--- config.mk ---
export PLATFORM = sky130hd
export DESIGN_NAME = reaction_round_ctrl
export DESIGN_NICKNAME = d
export VERILOG_FILES = /design/src/rtl/reaction_round_ctrl.sv
export SDC_FILE = /design/constraint.sdc
export NUM_CORES = 1
export LEC_CHECK = 0
export ABC_AREA = 1
export CORE_MARGIN = 1.5
export CORE_UTILIZATION = 35
export DETAILED_ROUTE_END_ITERATION = 7
export SYNTH_ARGS = -nofsm -noshare
export SYNTH_HDL_FRONTEND = slang
export SYNTH_SLANG_ARGS = --single-unit
--- constraint.sdc ---
create_clock -name clk -period 5.65 [get_ports clk]
set_clock_uncertainty 0.05 [all_clocks]
set_input_delay 0.8475 -clock clk [delete_from_list [all_inputs] [get_ports clk]]
set_output_delay 0.8475 -clock clk [all_outputs]
set_load 0.02 [all_outputs]
--- src/rtl/reaction_round_ctrl.sv ---
// Round sequencer for the reaction-time tester: arming delay from an LFSR,
// millisecond reaction timing in 4-digit BCD, false-start and timeout detection.
module reaction_round_ctrl #(
  parameter int CLKS_PER_MS  = 10000,
  parameter int MIN_DELAY_MS = 1000,
  parameter int RAND_BITS    = 11
) (
  input  logic        clk,
  input  logic        reset,
  input  logic        start_btn,
  input  logic        react_btn,
  output logic        go_led,
  output logic        busy,
  output logic        result_valid,
  output logic        false_start,
  output logic        timeout,
  output logic [15:0] bcd_time,
  output logic [2:0]  state
);

  localparam int PW = (CLKS_PER_MS > 1) ? $clog2(CLKS_PER_MS) : 1;

  typedef enum logic [2:0] {
    S_IDLE  = 3'd0,
    S_ARMED = 3'd1,
    S_GO    = 3'd2,
    S_DONE  = 3'd3,
    S_FALSE = 3'd4
  } state_t;

  state_t       state_q, state_n;
  logic         start_q, react_q;
  logic         start_p, react_p;
  logic [15:0]  lfsr;
  logic         lfsr_fb;
  logic [PW-1:0] presc;
  logic         ms_tick;
  logic [12:0]  delay_cnt, delay_target;
  logic [15:0]  bcd_q, bcd_inc;
  logic         rv_q, to_q;
  logic         carry;
  logic         bcd_max;
  logic         enter_armed;

  assign start_p = start_btn & ~start_q;
  assign react_p = react_btn & ~react_q;
  assign ms_tick = (presc == PW'(CLKS_PER_MS - 1));
  assign lfsr_fb = lfsr[15] ^ lfsr[13] ^ lfsr[12] ^ lfsr[10];
  assign bcd_max = (bcd_q == 16'h9999);
  assign enter_armed = (state_n == S_ARMED) && (state_q != S_ARMED);

  // Ripple BCD increment: a digit rolls 9->0 and passes the carry upward.
  always_comb begin
    bcd_inc = bcd_q;
    carry   = 1'b1;
    for (int i = 0; i < 4; i++) begin
      if (carry) begin
        if (bcd_q[i*4 +: 4] == 4'd9) begin
          bcd_inc[i*4 +: 4] = 4'd0;
        end else begin
          bcd_inc[i*4 +: 4] = bcd_q[i*4 +: 4] + 4'd1;
          carry = 1'b0;
        end
      end
    end
  end

  always_comb begin
    state_n = state_q;
    case (state_q)
      S_IDLE:  if (start_p) state_n = S_ARMED;
      S_ARMED: begin
        if (react_p)
          state_n = S_FALSE;
        else if (ms_tick && (delay_cnt + 13'd1 == delay_target))
          state_n = S_GO;
      end
      S_GO: begin
        if (react_p || (ms_tick && bcd_max)) state_n = S_DONE;
      end
      S_DONE:  if (start_p) state_n = S_ARMED;
      S_FALSE: if (start_p) state_n = S_ARMED;
      default: state_n = S_IDLE;
    endcase
  end

  always_ff @(posedge clk) begin
    if (reset) begin
      state_q      <= S_IDLE;
      start_q      <= 1'b0;
      react_q      <= 1'b0;
      lfsr         <= 16'hACE1;
      presc        <= '0;
      delay_cnt    <= '0;
      delay_target <= '0;
      bcd_q        <= '0;
      rv_q         <= 1'b0;
      to_q         <= 1'b0;
    end else begin
      state_q <= state_n;
      start_q <= start_btn;
      react_q <= react_btn;
      lfsr    <= {lfsr[14:0], lfsr_fb};
      // Prescaler restarts on every transition so the first tick is a full ms away.
      if (state_n != state_q || ms_tick) presc <= '0;
      else                               presc <= presc + PW'(1);

      if (enter_armed) begin
        delay_target <= 13'(MIN_DELAY_MS) + 13'(lfsr[RAND_BITS-1:0]);
        delay_cnt    <= '0;
        bcd_q        <= '0;
        rv_q         <= 1'b0;
        to_q         <= 1'b0;
      end else begin
        case (state_q)
          S_ARMED: if (ms_tick) delay_cnt <= delay_cnt + 13'd1;
          S_GO: begin
            // A press beats a same-cycle tick; that tick is dropped.
            if (react_p)      rv_q <= 1'b1;
            else if (ms_tick) begin
              if (bcd_max) to_q  <= 1'b1;
              else         bcd_q <= bcd_inc;
            end
          end
          S_FALSE: bcd_q <= '0;
          default: ;
        endcase
      end
    end
  end

  assign state        = state_q;
  assign go_led       = (state_q == S_GO);
  assign busy         = (state_q == S_ARMED) || (state_q == S_GO);
  assign result_valid = (state_q == S_DONE) && rv_q;
  assign timeout      = (state_q == S_DONE) && to_q;
  assign false_start  = (state_q == S_FALSE);
  assign bcd_time     = bcd_q;

endmodule
After elaboration in Yosys (flattened, before gate mapping)
Index checks and enable logic that the tools add are counted.
- logic and storage cells: 89
- bits in registers: 79
- output and inout bits: 24
- bits of input ports: 4
- reductions and logical operators: 20
- eq/ne operators: 20
- add/sub/neg operators: 7
- bitwise gates (word level): 8
- mux-type cells: 21
- operators by type and width (cell ; count):
    16-bit 2-to-1 mux ; 3
    16-bit one-hot mux with 2 select lines ; 1
    4-bit 2-to-1 mux ; 7
    4-bit by 1-bit adder with 4-bit output, second input constant ; 4
    16-bit == test, second input constant ; 1
    4-bit == test, second input constant ; 4
    5-bit AND reduction ; 3
    14-bit by 1-bit adder with 14-bit output, second input constant ; 1
    14-bit == test, second input constant ; 1
    13-bit by 1-bit adder with 13-bit output, second input constant ; 1
    13-bit == test ; 1
    10-bit by 11-bit adder with 12-bit output, first input constant ; 1
    3-bit 2-to-1 mux ; 4
    3-bit one-hot mux with 3 select lines ; 1
    2-bit by 1-bit inequality test with 1-bit output, second input constant ; 4
    4-bit AND reduction ; 2
    3-bit by 1-bit == test with 1-bit output, second input constant ; 2
    3-bit by 2-bit == test with 1-bit output, second input constant ; 2
    1-bit logical AND ; 5
    1-bit 2-to-1 mux ; 5
    2-bit inequality test, second input constant ; 2
    2-bit AND reduction ; 2
    2-bit OR reduction ; 2
    3-bit == test, second input constant ; 1
    9 further kinds ; 16

Logic depth before layout (Yosys ltp)
- depth after elaboration: 9
- depth in mapped cells: 17
- gate-level depth less buffers: 16

Least setup slack after synthesis
OpenSTA, ideal clock, no wires.
- path kind: in2reg
- start: input port start_btn
- end: register delay_cnt[10]
- stages on the path: 8
- path slack: 3.470 ns
- arrival: 2.011 ns
- setup time: 0.119 ns
- required time: 5.481 ns
- path through: inv_1 -> nor2_1 -> inv_1 -> o21ai_0 -> nand3_4 -> nand2_4 -> buf_6 -> nor2_2
- longest elaborated chain between the ends: 6
- RTL lines (what ; line ; RTL):
    start, declared ; 10 ; input logic start_btn,
    1-bit bitwise AND ; 45 ; assign start_p = start_btn & ~start_q;
    3-bit 2-to-1 mux ; 71, 81, 82 ;
    3-bit one-hot mux with 3 select lines ; 70 ; case (state_q)
    3-bit by 1-bit == test with 1-bit output ; 50 ; assign enter_armed = (state_n == S_ARMED) && (state_q != S_ARMED);
    1-bit logical AND ; 50 ;
    2-bit OR reduction (no source line) ; -- ;
    end signal, assigned ; 116 ; S_ARMED: if (ms_tick) delay_cnt <= delay_cnt + 13'd1;
    end, declared ; 38 ; logic [12:0] delay_cnt, delay_target;
Every way passes these cells.
A chain may end at the register's enable or synchronous reset.

Worst setup path after layout
- start: register state_q[0] (netlist: state[0])
- end: output port busy
- longest elaborated chain between the ends: 2
- RTL lines (what ; line ; RTL):
    start, declared ; 31 ; state_t state_q, state_n;
    start signal, assigned ; 100 ; state_q <= state_n;
    3-bit by 1-bit == test with 1-bit output or 3-bit by 2-bit == test with 1-bit output (tied branches) ; 134 ; assign busy = (state_q == S_ARMED) || (state_q == S_GO);
    1-bit logical OR (*) ; 134 ;
    end, declared ; 13 ; output logic busy,
Every way passes the cells marked *; elsewhere a longest branch is shown, timed or not.

==> impl_metrics.py <==
metrics = {
    "place": {
        "io_buffers": 27,
        "hpwlAfterDp_mm": 6.67,
        "dp_slack_ps": 2280,
        "placer_s_final_routability_congestion_estimate": 0.861,
    },
    "global_route": {
        "global_route.usage.total": 0.152,
        "antenna_found_initial": 0,
        "aggregate_global_routing_overflow": 0,
        "grt_max_degree": 28,
        "grt_first_pass_wirelength_mm": 15.9,
        "first_global_vias": 3496,
    },
    "setup_path": {
        "crit_path_frequent_cell": "sky130_fd_sc_hd__inv_1",
        "worstPathCellList": "inv_1, nor3_1, inv_1, nand2_1, clkdlybuf4s50_1",
        "worst_setup_end_kind": "output pin",
        "cp_slowest_stage_delay_ps": 610,
        "cp_launch_type": "flip-flop",
        "cp_data_required_time_ps": 4750,
        "worstPathMaxFanout": 7,
        "critPathArrivalTime_ps": 2100,
        "crit_slowest_cell": "sky130_fd_sc_hd__clkdlybuf4s50_1",
        "rrSetupSlack_ps": 2850,
        "criticalPathCategory": "reg2out",
    },
    "synth": {
        "post_synth_num_cell_types": 41,
        "postSynthNetCount": 613,
        "synth-edff-count": 0,
        "netlist.area_leader.share": 0.370,
        "synthesis.instances": 598,
        "synth_common_cells": "sky130_fd_sc_hd__nand2_1 (122), sky130_fd_sc_hd__nor2_1 (95), sky130_fd_sc_hd__inv_1 (82)",
        "post_synth_main_area_contributors": "sky130_fd_sc_hd__dfxtp_1 (37%), sky130_fd_sc_hd__nand2_1 (11%), sky130_fd_sc_hd__nor2_1 (8.4%), sky130_fd_sc_hd__inv_1 (7.3%), sky130_fd_sc_hd__nand3_1 (5.8%)",
        "ys_async_sr_fraction": 0,
        "synth.ff_latch_count": 78,
        "yosysMostFrequentCell": "sky130_fd_sc_hd__nand2_1",
        "post_synth.cell_area_avg_sq_um": 7.06,
        "portion_of_the_post_synthesis_area_used_by_sequential_elements": 0.370,
        "mapped_area_sq_mm": 0.00422,
        "synth_warnings": 0,
        "post-synth-top-area-cell": "sky130_fd_sc_hd__dfxtp_1",
        "synthFlopType": "sky130_fd_sc_hd__dfxtp_1",
    },
    "floorplanning": {
        "design.die.area_sq_mm": 0.0127,
        "core_region_area_sq_mm": 0.0116,
        "num_io_pins": 28,
        "die_x_um": 113,
        "dieHeight_um": 113,
        "floorplan.initialDensity": 0.363,
        "num_rows": 39,
    },
    "sta": {
        "min_period_ps": 2990,
        "final.hold.worst_slack_ps": 355,
        "worst_slack_ps": 2660,
        "final_min_period_over_clock_period": 0.530,
        "total_count_of_max_transition_violations_in_the_final_report": 0,
        "max-slew-margin-rel": 0.549,
        "hold_violations": 0,
        "setup_viol": 0,
        "peak_freq_mhz": 334,
        "post_route_setup_tns_ps": 0,
        "tightestPinTransition_ps": 669,
        "grt_setup_unrepaired": "false",
    },
    "cts": {
        "cts_setup_buffers": 0,
        "clkLatencyLatePin_ps": 340,
        "cts.reportedPaths.clkPinSlew_ps": 60,
        "post_cts_hold_buffer_count": 0,
        "clk_root_buffer_cell": "sky130_fd_sc_hd__clkbuf_16",
        "cts_buffers": 9,
        "h-tree-depth": 3,
        "cts_repair_resize_count": 0,
        "cts_tree": "done",
        "clock_sinks": 78,
        "cts_buffer_depth": 2,
    },
    "power": {
        "clockPowerShare": 0.461,
        "intPower_uw": 947,
        "power.combinational.fraction": 0.076,
        "power.switching_uw": 310,
        "total_leakage_power_nw": 1.99,
        "netSwitchingFraction": 0.247,
        "post-layout-total-power_mw": 1.26,
        "power_frac_seq": 0.463,
        "powerDensity_mw_per_mm2": 257,
        "vdd_ir_drop_max_mv": 0.207,
    },
    "routing": {
        "remaining_drc_errors": 0,
        "initialDrtViolationCount": 180,
        "route.final.wire_length_mm": 9.01,
        "num_vias": 3647,
        "route.antenna.remaining_nets": 0,
        "drt-vias-per-instance": 4.72,
        "routedWlPerCell_um": 11.7,
        "first_pass_iters": 4,
    },
    "layout": {
        "layout.area.seq_sq_mm": 0.00156,
        "area_growth_pct": 15.7,
        "final_core_utilization": 0.421,
        "layout-drive-gt1-share": 0.100,
        "n_antenna_cell": 0,
        "n_fill_cell": 1196,
        "design.final.nets": 639,
        "multi_input_comb_area_sq_mm": 0.00226,
    },
    "job": {
        "drv_cap": 0,
    },
    "run_status": {
        "outcome": "finished, final reports clean",
    },
    "hold_path": {
        "worstHoldPathType": "reg2reg",
    },
}
==> metal layers <==
layer | share of wire | global-route usage | vias up
met3 | 0.048 | 0.0412 | 15
met2 | 0.44 | 0.239 | 75
li1 | - | - | 1934
met4 | 0.011 | 0.0447 | 0
met1 | 0.51 | 0.205 | 1623
met5 | 0 | 0 | -
==> sequential cells by signal, indices dropped and copies added (netlist names) <==
| register | cells |
|---|---|
| bcd_time | 16 |
| lfsr | 16 |
| presc | 14 |
| delay_cnt | 13 |
| delay_target | 12 |
| state | 3 |
| react_q | 1 |
| rv_q | 1 |
| start_q | 1 |
| to_q | 1 |
==> cell type report <==
class,instances,share of cell area
inverters,85,0.0653
repair buffers,27,0.0553
multi-input cells,423,0.462
clock inverters,6,0.0141
clock buffers,10,0.0469
well taps,143,0.0366
flip-flops and latches,78,0.320
==> power by group through the flow <==
stage / registers [mW] / logic, mW / clock network [mW]
final: 0.582 / 0.0960 / 0.579
after global routing: 0.584 / 0.112 / 0.622
after CTS: 0.582 / 0.0971 / 0.594
after detailed placement: 0.594 / 0.0963 / 0
after global placement: 0.593 / 0.0943 / 0
after floorplan: 0.592 / 0.0758 / 0
==> worst max-delay path: cells and delay by family, from the launching register on <==
| kind | cells | cell delay, ps |
|---|---|---|
| buffers and inverters | 3 | 870 |
| DFF | 1 | 450 |
| and+or+nand+nor | 2 | 440 |
==> cells in the final DEF (no fill, tap or decap), types with 2 or more instances in the layout <==
cell type / synthesis / layout
sky130_fd_sc_hd__a21oi_1: 22 / 22
sky130_fd_sc_hd__a21oi_2: 6 / 6
sky130_fd_sc_hd__a31oi_1: 2 / 2
sky130_fd_sc_hd__and3_1: 2 / 2
sky130_fd_sc_hd__clkbuf_16: 0 / 9
sky130_fd_sc_hd__clkdlybuf4s50_1: 0 / 27
sky130_fd_sc_hd__dfxtp_1: 78 / 78
sky130_fd_sc_hd__ha_1: 11 / 11
sky130_fd_sc_hd__inv_1: 82 / 82
sky130_fd_sc_hd__inv_2: 2 / 2
sky130_fd_sc_hd__inv_6: 0 / 2
sky130_fd_sc_hd__nand2_1: 122 / 122
sky130_fd_sc_hd__nand2_2: 4 / 4
sky130_fd_sc_hd__nand2_4: 3 / 3
sky130_fd_sc_hd__nand3_1: 49 / 49
sky130_fd_sc_hd__nand3_2: 6 / 6
sky130_fd_sc_hd__nand4_1: 12 / 12
sky130_fd_sc_hd__nor2_1: 95 / 95
sky130_fd_sc_hd__nor2_2: 16 / 16
sky130_fd_sc_hd__nor2_4: 2 / 2
sky130_fd_sc_hd__nor2b_1: 2 / 2
sky130_fd_sc_hd__nor3_1: 10 / 10
sky130_fd_sc_hd__nor3b_1: 2 / 2
sky130_fd_sc_hd__o211ai_1: 2 / 2
sky130_fd_sc_hd__o21ai_0: 11 / 11
sky130_fd_sc_hd__or2_2: 3 / 3
sky130_fd_sc_hd__xnor2_1: 6 / 6
sky130_fd_sc_hd__xor2_1: 24 / 24
==> per-stage QoR <==
stage | instances | area (sq um)
final | 772 | 4880
after global routing | 772 | 4880
after CTS | 772 | 4880
after detailed placement | 756 | 4590
after global placement | 756 | 4590
after floorplan | 598 | 4220
==> cell families after synthesis <==
group           synth area share
buf+inv                   0.0954
flops                      0.370
xor+xnor                  0.0622
fa+ha+maj                 0.0326
simple gates               0.366
compound gates            0.0735
==> final timing paths <==
kind | start | end | cells after the start
worst min register to register | lfsr[11] | lfsr[12] | 2
worst max-delay path | state[0] | busy | 5
worst max register to register | delay_cnt[0] | bcd_time[2] | 12
worst min-delay path | lfsr[11] | lfsr[12] | 2
Power figures use the tool's default switching activity.
